===== config.mk =====
export PLATFORM = sky130hd
export DESIGN_NAME = load_store_unit
export DESIGN_NICKNAME = d
export VERILOG_FILES = /design/src/rtl/load_store_unit.sv
export SDC_FILE = /design/constraint.sdc
export NUM_CORES = 1
export LEC_CHECK = 0
export ABC_AREA = 1
export CORE_MARGIN = 5
export CORE_UTILIZATION = 47
export DETAILED_ROUTE_END_ITERATION = 10
export PLACE_DENSITY_LB_ADDON = 0.12
export SETUP_SLACK_MARGIN = 0.5
export SLEW_MARGIN = 20
export SYNTH_ARGS = -nofsm -noshare
export SYNTH_HDL_FRONTEND = slang
export SYNTH_SLANG_ARGS = --single-unit

===== constraint.sdc =====
create_clock -name clk -period 1.9 [get_ports clk]
set_input_delay 0.38 -clock clk [delete_from_list [all_inputs] [get_ports clk]]
set_output_delay 0.38 -clock clk [all_outputs]
set_load 0.03 [all_outputs]

===== src/rtl/load_store_unit.sv =====
// rtl/load_store_unit.sv - RV32I load/store unit: alignment, lane steering, bounded memory wait
//
// Ports:
//   clk, rst_n           clock, asynchronous active-low reset
//   start                launch an access (sampled in IDLE only)
//   isStore, funct3      access kind and RV32I width/sign code
//   address, storeData   effective address and rs2 store data
//   memReady, memRdata   memory handshake and aligned read word
//   memReq, memWe        request valid and write enable
//   memAddr, memWdata    word address and lane-replicated store data
//   memByteEn            byte lane enables
//   busy, done           activity flag and one-cycle completion pulse
//   loadData, fault      extended load result and fault code (held after done)
module load_store_unit #(
    parameter int unsigned TIMEOUT_CYCLES = 255
) (
    input  logic        clk,
    input  logic        rst_n,
    input  logic        start,
    input  logic        isStore,
    input  logic [2:0]  funct3,
    input  logic [31:0] address,
    input  logic [31:0] storeData,
    input  logic        memReady,
    input  logic [31:0] memRdata,
    output logic        memReq,
    output logic        memWe,
    output logic [31:0] memAddr,
    output logic [31:0] memWdata,
    output logic [3:0]  memByteEn,
    output logic        busy,
    output logic        done,
    output logic [31:0] loadData,
    output logic [1:0]  fault
);

    typedef enum logic [1:0] {IDLE, REQ, DONE} state_t;

    localparam logic [1:0] FAULT_OK      = 2'b00;
    localparam logic [1:0] FAULT_ALIGN   = 2'b01;
    localparam logic [1:0] FAULT_FUNCT3  = 2'b10;
    localparam logic [1:0] FAULT_TIMEOUT = 2'b11;

    // The last wait cycle is the one where the counter already holds
    // TIMEOUT_CYCLES-1; that way memReq stays up exactly TIMEOUT_CYCLES cycles.
    localparam logic [15:0] LAST_WAIT = 16'(TIMEOUT_CYCLES - 1);

    state_t      state, state_n;
    logic [15:0] wait_cnt, wait_cnt_n;
    logic [2:0]  f3_q, f3_n;
    logic [1:0]  off_q, off_n;
    logic        mem_req_n, mem_we_n, busy_n, done_n;
    logic [31:0] mem_addr_n, mem_wdata_n, load_data_n;
    logic [3:0]  byte_en_n;
    logic [1:0]  fault_n;

    // Decode of the inputs presented with start.
    logic legal, misaligned;
    always_comb begin
        legal = 1'b0;
        if (isStore) begin
            legal = funct3 inside {3'b000, 3'b001, 3'b010};
        end else begin
            legal = funct3 inside {3'b000, 3'b001, 3'b010, 3'b100, 3'b101};
        end
        misaligned = ((funct3[1:0] == 2'b01) && address[0]) ||
                     ((funct3[1:0] == 2'b10) && (address[1:0] != 2'b00));
    end

    // Lane extraction of the returned word using the captured offset.
    logic [31:0] shifted, load_ext;
    always_comb begin
        shifted = memRdata >> {off_q, 3'b000};
        case (f3_q)
            3'b000:  load_ext = {{24{shifted[7]}}, shifted[7:0]};
            3'b001:  load_ext = {{16{shifted[15]}}, shifted[15:0]};
            3'b100:  load_ext = {24'd0, shifted[7:0]};
            3'b101:  load_ext = {16'd0, shifted[15:0]};
            default: load_ext = memRdata;
        endcase
    end

    always_comb begin
        state_n     = state;
        wait_cnt_n  = wait_cnt;
        f3_n        = f3_q;
        off_n       = off_q;
        mem_req_n   = memReq;
        mem_we_n    = memWe;
        mem_addr_n  = memAddr;
        mem_wdata_n = memWdata;
        byte_en_n   = memByteEn;
        load_data_n = loadData;
        fault_n     = fault;
        done_n      = 1'b0;

        case (state)
            IDLE: begin
                if (start) begin
                    if (!legal) begin
                        state_n = DONE;
                        fault_n = FAULT_FUNCT3;
                        done_n  = 1'b1;
                    end else if (misaligned) begin
                        state_n = DONE;
                        fault_n = FAULT_ALIGN;
                        done_n  = 1'b1;
                    end else begin
                        state_n    = REQ;
                        wait_cnt_n = 16'd0;
                        f3_n       = funct3;
                        off_n      = address[1:0];
                        mem_req_n  = 1'b1;
                        mem_we_n   = isStore;
                        mem_addr_n = {address[31:2], 2'b00};
                        if (!isStore) begin
                            byte_en_n   = 4'b1111;
                            mem_wdata_n = storeData;
                        end else begin
                            case (funct3[1:0])
                                2'b00: begin
                                    byte_en_n   = 4'b0001 << address[1:0];
                                    mem_wdata_n = {4{storeData[7:0]}};
                                end
                                2'b01: begin
                                    byte_en_n   = 4'b0011 << address[1:0];
                                    mem_wdata_n = {2{storeData[15:0]}};
                                end
                                default: begin
                                    byte_en_n   = 4'b1111;
                                    mem_wdata_n = storeData;
                                end
                            endcase
                        end
                    end
                end
            end
            REQ: begin
                if (memReady) begin
                    if (!memWe) begin
                        load_data_n = load_ext;
                    end
                    state_n   = DONE;
                    fault_n   = FAULT_OK;
                    done_n    = 1'b1;
                    mem_req_n = 1'b0;
                end else if (wait_cnt == LAST_WAIT) begin
                    state_n   = DONE;
                    fault_n   = FAULT_TIMEOUT;
                    done_n    = 1'b1;
                    mem_req_n = 1'b0;
                end else begin
                    wait_cnt_n = wait_cnt + 16'd1;
                end
            end
            default: begin
                state_n = IDLE;
            end
        endcase

        busy_n = (state_n != IDLE);
    end

    always_ff @(posedge clk or negedge rst_n) begin
        if (!rst_n) begin
            state     <= IDLE;
            wait_cnt  <= 16'd0;
            f3_q      <= 3'd0;
            off_q     <= 2'd0;
            memReq    <= 1'b0;
            memWe     <= 1'b0;
            memAddr   <= 32'd0;
            memWdata  <= 32'd0;
            memByteEn <= 4'd0;
            busy      <= 1'b0;
            done      <= 1'b0;
            loadData  <= 32'd0;
            fault     <= FAULT_OK;
        end else begin
            state     <= state_n;
            wait_cnt  <= wait_cnt_n;
            f3_q      <= f3_n;
            off_q     <= off_n;
            memReq    <= mem_req_n;
            memWe     <= mem_we_n;
            memAddr   <= mem_addr_n;
            memWdata  <= mem_wdata_n;
            memByteEn <= byte_en_n;
            busy      <= busy_n;
            done      <= done_n;
            loadData  <= load_data_n;
            fault     <= fault_n;
        end
    end

endmodule


==> key figures <==
Clocking
  • Clock slew at reported path FFs: 50 ps
  • TritonCTS clock tree: done
  • Root buffer cell: clkbuf_16
  • Num CTS Buffers: 17
  • CTS Sinks: roughly 130
  • Skew-Pair Late Insertion Delay: between 400 and 500 ps
  • H-tree depth: 4
  • Max Root-Sink Buffers: 2

Layout
  • Storage cell area: about 3200 um2
  • Final core occ: roughly three quarters
  • Final #Nets: approximately 1200
  • Fraction of layout cells with a size suffix above 1: a little over a quarter
  • Multi-input logic area: 3170 um2
  • Fill cell count: 989
  • Fin cells: approximately 1300
  • Area delta synth->final: 56.9%

Logic synthesis
  • EDFF count, synth: 0
  • Register area share after synthesis: about half
  • Post-Synth XOR/XNOR Area: less than 1%
  • Predominant post-synthesis flop cell: dfrtp_1
  • Post-Synth Simple-Gate Area: a little under a third
  • Synth top area share: about 50%
  • Post-synth ARST share: 100%
  • Top post-synthesis cells by count: nand2_1 (355), dfrtp_1 (127), nor2_1 (77)
  • Post-synthesis compound-gate area fraction: between 10 and 15%
  • Area share of fa/ha/maj cells after synthesis: less than 1%
  • Syn Area/Cell: ~7.4 um2
  • Most numerous cell in the Yosys netlist: nand2_1
  • Distinct cell type count after synthesis: 27
  • Synth Instances: 870
  • Mux cell area share after synthesis: 0%
  • Yosys reg bits: between 100 and 150
  • Main combinational cell family by area after synthesis: simple AND/OR/NAND/NOR gates
  • Largest cells by area after synthesis: dfrtp_1 (50%), nand2_1 (21%), nor2_1 (4.5%), o21ai_0 (4.3%), inv_1 (4.1%)
  • Post-synth top area cell: dfrtp_1
  • Yosys warnings: 0
  • Post-Syn Area: around 6400 um2

Floorplanning
  • Core area: between 10000 and 15000 um2
  • Row count: between 40 and 50
  • Initial Util: about half
  • I/O Pins: 210
  • Die footprint: 16100 um2
  • Die height: approximately 130 um
  • Die W: between 100 and 150 um

Timing
  • TNS Setup: 0 ps
  • Clock skew: 5.59 ps
  • Setup violations, final: 0
  • Ratio of final minimum period to clock period: roughly 84%
  • Unrepaired setup endpoints after global routing: true
  • Slew Limit Fails: 0
  • Post-layout min period: around 1600 ps
  • Max Clk Rate: around 0.63 GHz
  • Final Hold Viols: 0

Setup path
  • Worst-path fanout max: 5
  • Reg-to-reg endpoint: memWdata[8]
  • Crit. Startpoint: state[1]
  • Max stage delay on crit path: 370 ps
  • Slowest-stage cell, CP: dfrtp_1
  • Worst Reg2Reg Path Length in Cells: 10
  • Worst Setup End Kind: register
  • Worst setup SP type: register
  • R2R setup slack: approximately 310 ps
  • Reg-to-Reg Start: state[1]
  • Critical path endpoint: memWdata[8]
  • Crit path DAT: between 1500 and 2000 ps
  • Crit-path most repeated cell: nand2_2
  • Critical-path cell list: inv_2, nand2_2, nor2_2, nand4_1, buf_4, buf_8, nor2_4, clkbuf_16, nand2_2, nand3_2
  • Critical Setup Path Class: reg2reg
  • WP data required: about 2300 ps

Place
  • Final HPWL DP: 14300 um
  • Number of port buffers: 207
  • Placed cells: roughly 1300
  • GPL Wtd Cong: ~0.92

Pwr
  • Leak: about 5.1 nW
  • Pwr per Cell Area: approximately 1400 nW/um2
  • VDD IR max: slightly below 0.0009 V

Global routing
  • Grt ovf: 0
  • Gr busiest metal: met2
  • Global Route Usage Sum: about a quarter
  • Largest net degree at the start of global routing: 55
  • Vias in the first global route: about 6500
  • GR Util met1: between 20% and 30%
  • Antenna violations before repair: 2
  • First-pass GRT wire length: roughly 33000 um
  • GR Util met3: approximately a tenth
  • M2 GR Usage: 42.5%

Route
  • DRC: 0
  • DR vias: roughly 6900
  • DR WL/cell: 17.0 um
  • DR iter-0 viols: between 500 and 600
  • DRT Wirelength: ~23000 um
  • DR pass1 iterations: 5
  • Vias/cell: 5.22
  • Antenna Violating Nets Remaining: 0

Outcome
  • Status: finished, final reports clean

Worst hold path
  • HP Start: address[1]
  • Worst Hold Class: in2reg

Job
  • Max Cap Violations: 0
## worst min-delay path by stage
stage                         endpoint  slack, ps  depth (start not counted)
after floorplan                   busy         80                          0
after global placement    loadData[26]        310                          1
after detailed placement  loadData[28]        310                          1
after CTS                 memByteEn[3]        350                          3
after global routing      memByteEn[3]        360                          3
final                     memByteEn[3]        350                          3
## power by group
group	switching (mW)	total [mW]	internal (mW)
registers	0.707	4.42	3.72
clock network	1.22	3.10	1.88
logic	4.25	6.60	2.35
## worst max-delay path, delay by kind of cell (launching register included)
kind,cells,cell delay (ps)
flip-flops,1,370
buffers and inverters,4,580
AND/OR/NAND/NOR,6,570
## area by class of cell
| cell class | instances | share of cell area, % |
|---|---|---|
| multi-input cells | 631 | 31.5 |
| flip-flops and latches | 127 | 31.6 |
| well taps | 176 | 2.19 |
| repair buffers | 287 | 26.3 |
| inverters | 73 | 2.88 |
| clock inverters | 9 | 0.870 |
| clock buffers | 21 | 4.67 |
| diodes | 1 | 0.0249 |
## timing repair
item | in CTS | in global routing
pin swaps | 6 | 32
hold endpoints to repair | 21 | 0
hold buffers | 1 | 0
setup endpoints to repair | 230 | 148
gates cloned | 4 | 9
gates resized for setup | 565 | 164
buffers inserted | 20 | 9
## layer usage
layer	vias up	wire (um)
li1	3296	-
met3	53	2200
met2	326	11300
met1	3239	8480
met4	2	559
met5	-	11
## cell families (layout without fill, tap and decap cells)
group	Yosys count	count (layout)
simple gates	499	500
compound gates	121	121
fa+ha+maj	2	2
flops	127	127
buf+inv	114	390
other cells	1	3
xor+xnor	6	6
## sequential cells by signal (all words and copies together) (netlist names), 2 cells and up
signal     flops
f3_q           3
fault          2
loadData      32
memAddr       30
memByteEn      4
memWdata      32
off_q          2
state          2
wait_cnt      16
## layout by cell type, fill, tap and decap left out, drive strengths merged, types with 13 or more instances in the layout
master         instances
a21oi                 13
o21bai                17
o21ai                 68
clkdlybuf4s50         94
dfrtp                127
buf                  175
nand2                357
nor2                  79
nand3                 50
inv                   71
clkbuf                31
o211ai                14
## metrics by stage
stage          hold WS (ps)  setup slack [ps]  power (mW)  area (um2)
6_report                353               307        14.1       10100
5_1_grt                 363               231        14.9       10100
4_1_cts                 352               392        13.5        9320
3_5_place_dp            306              -214        11.0        8940
3_3_place_gp            305              -178        10.9        8940
2_1_floorplan          84.4               476        8.09        6490
(Power assumes the default switching activity.)
